## src/rtl/pattern_tx_pkg.sv

```systemverilog
// Shared types and constants for the "010"-delimited serial frame transmitter.
package pattern_tx_pkg;

  typedef enum logic [2:0] {
    IDLE, PRE0, PRE1, PRE2, DATA, STUFF, TRL0, TRL1
  } state_t;

  localparam logic [2:0] PREAMBLE  = 3'b010;
  localparam int         TRAIL_LEN = 2;
  localparam logic       IDLE_BIT  = 1'b1;

endpackage

```

## src/rtl/pattern_tx_shift_reg.sv

```systemverilog
// MSB-first payload shifter; last is high while the bit on the line is the final payload bit.
module tx_shift_reg #(
  parameter int W = 8
) (
  input  logic         clock,
  input  logic         reset,
  input  logic         load,
  input  logic [W-1:0] load_data,
  input  logic         shift,
  output logic         msb,
  output logic         last
);
  localparam int CW = $clog2(W + 1);

  logic [W-1:0]  sr_q, sr_d;
  logic [CW-1:0] cnt_q, cnt_d;

  // cnt counts bits still to be taken after the one currently on the line
  always_comb begin
    sr_d  = sr_q;
    cnt_d = cnt_q;
    if (load) begin
      sr_d  = load_data;
      cnt_d = CW'(W);
    end else if (shift) begin
      sr_d  = {sr_q[W-2:0], 1'b0};
      cnt_d = cnt_q - CW'(1);
    end
  end

  always_ff @(posedge clock or posedge reset) begin
    if (reset) begin
      sr_q  <= '0;
      cnt_q <= '0;
    end else begin
      sr_q  <= sr_d;
      cnt_q <= cnt_d;
    end
  end

  assign msb  = sr_q[W-1];
  assign last = (cnt_q == '0);

endmodule

```

## src/rtl/pattern_tx.sv

```systemverilog
// Frame transmitter: preamble 010, bit-stuffed MSB-first payload, two-bit high trailer.
module pattern_tx
  import pattern_tx_pkg::*;
#(
  parameter int W = 8
) (
  input  logic         clock,
  input  logic         reset,
  input  logic [W-1:0] data_in,
  input  logic         valid,
  output logic         ready,
  output logic         a,
  output logic         done
);

  state_t state_q, state_d;
  logic   a_q, a_d, prev_a_q, prev_a_d, done_q, done_d;
  logic   load, shift, msb, last;

  tx_shift_reg #(.W(W)) u_sr (
    .clock     (clock),
    .reset     (reset),
    .load      (load),
    .load_data (data_in),
    .shift     (shift),
    .msb       (msb),
    .last      (last)
  );

  always_comb begin
    state_d  = state_q;
    a_d      = a_q;
    prev_a_d = a_q;
    done_d   = 1'b0;
    load     = 1'b0;
    shift    = 1'b0;
    case (state_q)
      IDLE: begin
        a_d = IDLE_BIT;
        if (valid) begin
          state_d = PRE0;
          a_d     = PREAMBLE[2];
          load    = 1'b1;
        end
      end
      PRE0: begin state_d = PRE1; a_d = PREAMBLE[1]; end
      PRE1: begin state_d = PRE2; a_d = PREAMBLE[0]; end
      PRE2: begin state_d = DATA; a_d = msb; shift = 1'b1; end
      DATA: begin
        // a 0,1 pair on the line must be followed by a 1 so 010 cannot form
        if (!prev_a_q && a_q) begin
          state_d = STUFF;
          a_d     = 1'b1;
        end else if (last) begin
          state_d = TRL0;
          a_d     = 1'b1;
        end else begin
          a_d   = msb;
          shift = 1'b1;
        end
      end
      STUFF: begin
        if (last) begin
          state_d = TRL0;
          a_d     = 1'b1;
        end else begin
          state_d = DATA;
          a_d     = msb;
          shift   = 1'b1;
        end
      end
      TRL0: begin state_d = TRL1; a_d = 1'b1; end
      TRL1: begin state_d = IDLE; a_d = IDLE_BIT; done_d = 1'b1; end
      default: begin state_d = IDLE; a_d = IDLE_BIT; end
    endcase
  end

  always_ff @(posedge clock or posedge reset) begin
    if (reset) begin
      state_q  <= IDLE;
      a_q      <= IDLE_BIT;
      prev_a_q <= IDLE_BIT;
      done_q   <= 1'b0;
    end else begin
      state_q  <= state_d;
      a_q      <= a_d;
      prev_a_q <= prev_a_d;
      done_q   <= done_d;
    end
  end

  assign ready = (state_q == IDLE);
  assign a     = a_q;
  assign done  = done_q;

endmodule

```

## config.mk

```make
export PLATFORM = sky130hd
export DESIGN_NAME = pattern_tx
export DESIGN_NICKNAME = d
export VERILOG_FILES = /design/src/rtl/pattern_tx_pkg.sv /design/src/rtl/pattern_tx_shift_reg.sv /design/src/rtl/pattern_tx.sv
export SDC_FILE = /design/constraint.sdc
export NUM_CORES = 1
export LEC_CHECK = 0
export ABC_CLOCK_PERIOD_IN_PS = 1600
export BUFFER_PORTS_ARGS = -buffer_cell sky130_fd_sc_hd__buf_2
export CAP_MARGIN = 20
export CORE_UTILIZATION = 48
export CTS_CLUSTER_SIZE = 12
export DETAILED_ROUTE_END_ITERATION = 12
export PLACE_DENSITY = 0.75
export SYNTH_ARGS = -nofsm -noshare
export SYNTH_HDL_FRONTEND = slang
export SYNTH_SLANG_ARGS = --single-unit
```

## constraint.sdc

```tcl
create_clock -name clock -period 1.6 [get_ports clock]
set_clock_uncertainty 0.15 [all_clocks]
set_input_delay 0.08 -clock clock [delete_from_list [all_inputs] [get_ports clock]]
set_output_delay 0.08 -clock clock [all_outputs]
set_load 0.01 [all_outputs]
```

==> impl_metrics.json <==
{
  "status": "finished with violations",
  "violations": "setup timing",
  "cts_buffer_depth": 2,
  "synthXorXnorAreaFrac_pct": 0.970,
  "io_pins": 14,
  "dp_slack_ps": -100,
  "hold_violations": 0,
  "dp_cells": 133,
  "wl_mm": 1.94,
  "fp.dieH_um": 45.4,
  "start_kind": "flip-flop",
  "avgSynthCellArea_um2": 10.9,
  "ys_warn_count": 0,
  "cts_root_buf": "clkbuf_4",
  "ys.flop_type": "dfrtp_1",
  "hp-class": "primary input to asynchronous set/reset pin",
  "place_congestion": 0.846,
  "drive_above_1_share_pct": 40.3,
  "vias_per_cell": 5.02,
  "setup_ws_ps": -92.2,
  "drt_iter0_markers": 18,
  "regArea_um2": 453,
  "required_ps": 1650,
  "worst-endpoint-arrival_ps": 1740,
  "io_buffers": 13,
  "yosys-top-cells-count": "16 x dfrtp_1, 10 x nor2_1, 7 x a21o_1, 7 x a22o_1, 7 x nand2_1",
  "dieArea_um2": 2060,
  "synthMuxAreaShare_pct": 1.11,
  "cap_violations": 0,
  "critPathMaxFanout": 7,
  "vias": 748,
  "synth.distinct_cells": 29,
  "final_nets": 138,
  "fp-row-count": 15,
  "final_util_pct": 74.1,
  "worst-setup-path-type": "flip-flop to flip-flop",
  "cts_tree": "yes",
  "critPathMaxStageDelay_ps": 390,
  "grt_pass1_wl_mm": 2.97,
  "yosysSeqAreaShare_pct": 50.1,
  "cts_max_level": 1,
  "crit_slowest_cell": "dfrtp_1",
  "n_fill_cell": 136,
  "die_x_um": 45.4,
  "crit_chain": "inv_2 > ha_2 > nor3b_4 > buf_4 > nor3_2 > nor3_2 > buf_4 > a21o_1",
  "core_um2": 1750,
  "synth_adder_area_share_pct": 2.77,
  "vdd_drop_max_v": 0.00127,
  "setup-tns-final_ps": -570,
  "hpwl_mm": 1.25,
  "antenna_found_initial": 0,
  "grt_usage_pct": 21.4,
  "async_reset_ff_share_pct": 100,
  "multiInputGateArea_um2": 437,
  "report.final.slew_viol_count": 0,
  "synth_seq_cells": 18,
  "synth_edf_count": 0,
  "syn_nets": 96,
  "grt_start_max_net_pins": 19,
  "worst_slew_pin_slew_ps": 674,
  "period_needed_ps": 1690,
  "syn-cell-area_um2": 903,
  "first_pass_iters": 4,
  "pwr_density_cell_nw_per_um2": 2010,
  "finalSetupViolations": 10,
  "max_freq_mhz": 591,
  "synth_top_family_by_area": "compound AO/OA/AOI/OAI gates",
  "p_leak_nw": 0.667,
  "initial_utilization_pct": 51.8,
  "slew_headroom_pct": 55.0,
  "clock_latency_ps": 290,
  "synthSimpleGateAreaFrac_pct": 18.3,
  "grt_overflow_total": 0,
  "synthesis.instances": 83,
  "wire_per_inst_um": 13.0,
  "grt_pass1_vias": 693,
  "finalNonFillerCells": 149,
  "ys_top_cells_by_area": "dfrtp_1 44%, a22o_1 6.8%, a21o_1 5.8%, dfstp_2 5.8%, nor2_1 4.2%",
  "yosysTopAreaCell": "dfrtp_1",
  "endpoint_kind": "flip-flop",
  "cts_sinks": 18,
  "route.detailed.drc": 0,
  "area_growth_pct": 43.1,
  "yosysTopAreaCellShare_pct": 44.3,
  "synth_compound_area_share_pct": 21.6,
  "ant_nets": 0,
  "yosysMostFrequentCell": "dfrtp_1",
  "fin_crit_sh_pct": 106,
  "grt_setup_unrepaired": "yes",
  "cts_made_buffers": 3,
  "antenna_cells": 0,
  "clk_pin_slew_worst_paths_ps": 110
}
## per-layer routing
metal / up-vias / track usage (%) / share of wire (%)
met5: - / 0 / 0
met4: 0 / 12.7 / 0.93
met1: 360 / 26.4 / 44
li1: 370 / - / -
met2: 16 / 35.7 / 53
met3: 2 / 2.38 / 2.4
## repair_timing
action / CTS / global route
pin swaps: 0 / 7
hold endpoints to repair: 25 / 0
setup buffers: 0 / 2
endpoints found under the setup margin: 11 / 13
gates resized for setup: 1 / 8
hold buffers: 10 / 0
## where the power goes
| group | switching (mW) | total [mW] | leakage, nW | internal, mW |
|---|---|---|---|---|
| clock | 0.140 | 0.279 | 0.0210 | 0.139 |
| sequential | 0.186 | 0.870 | 0.220 | 0.685 |
| combinational | 0.641 | 1.45 | 0.426 | 0.806 |
## cell type report
cell class / instances / area share (%)
inverter: 4 / 1.16
multi-input combinational: 57 / 33.8
timing repair buffer: 41 / 24.8
clock buffer: 4 / 2.81
tap: 25 / 2.42
sequential: 18 / 35.0
## flip-flops by register name (all words and copies together), names as in the netlist
signal / flops
prev_a_q: 1
a: 1
u_sr.cnt_q: 4
done: 1
state_q: 3
u_sr.sr_q: 8
## final timing paths
check                                          start                        end  slack [ps]  cells after the start
setup / recovery           u_sr.cnt_q[0]$_DFFE_PP0P_   u_sr.sr_q[2]$_DFFE_PP0P_         -90                      8
hold / removal                                 reset   u_sr.sr_q[2]$_DFFE_PP0P_         280                      3
setup reg to reg           u_sr.cnt_q[0]$_DFFE_PP0P_   u_sr.sr_q[2]$_DFFE_PP0P_         -90                      8
hold reg to reg             u_sr.sr_q[6]$_DFFE_PP0P_   u_sr.sr_q[6]$_DFFE_PP0P_         350                      1
max in group asynchronous                      reset  u_sr.cnt_q[3]$_DFFE_PP0P_         580                      3
min in group clock          u_sr.sr_q[6]$_DFFE_PP0P_   u_sr.sr_q[6]$_DFFE_PP0P_         350                      1
## cell usage in the layout (no fill, tap or decap), types with 2 or more instances in the layout
master	n
a22o_1	7
inv_1	3
a21o_1	7
buf_6	2
dfstp_2	2
nor3b_4	2
clkbuf_4	3
nor2_1	10
a21oi_1	3
nor3_2	2
dfrtp_1	16
nand2_1	7
buf_2	13
dlygate4sd3_1	10
buf_4	15
## logic make-up (layout without fill, tap and decap cells)
family | after synthesis | count (layout)
AO/OA/AOI/OAI | 24 | 24
XOR/XNOR | 1 | 1
adder cells (fa/ha/maj) | 2 | 2
buffers and inverters | 8 | 49
flip-flops | 18 | 18
multiplexers | 1 | 1
AND/OR/NAND/NOR | 29 | 29
## metrics by stage
step                      hold slack, ps  total power, mW  instance area [µm²]
after floorplan                     -133             1.70                  910
after global placement              49.2             2.15                 1110
after detailed placement            56.4             2.19                 1110
after CTS                            277             2.52                 1250
after global routing                 338             2.79                 1290
final                                277             2.60                 1290
## worst max-delay path: cells and delay by family (launching register included)
kind | cells | cell delay [ps]
and+or+nand+nor | 3 | 370
adders and majority gates | 1 | 170
DFF | 1 | 390
AOI/OAI and AO/OA | 1 | 180
buffers and inverters | 3 | 350
Power figures use the tool's default switching activity.
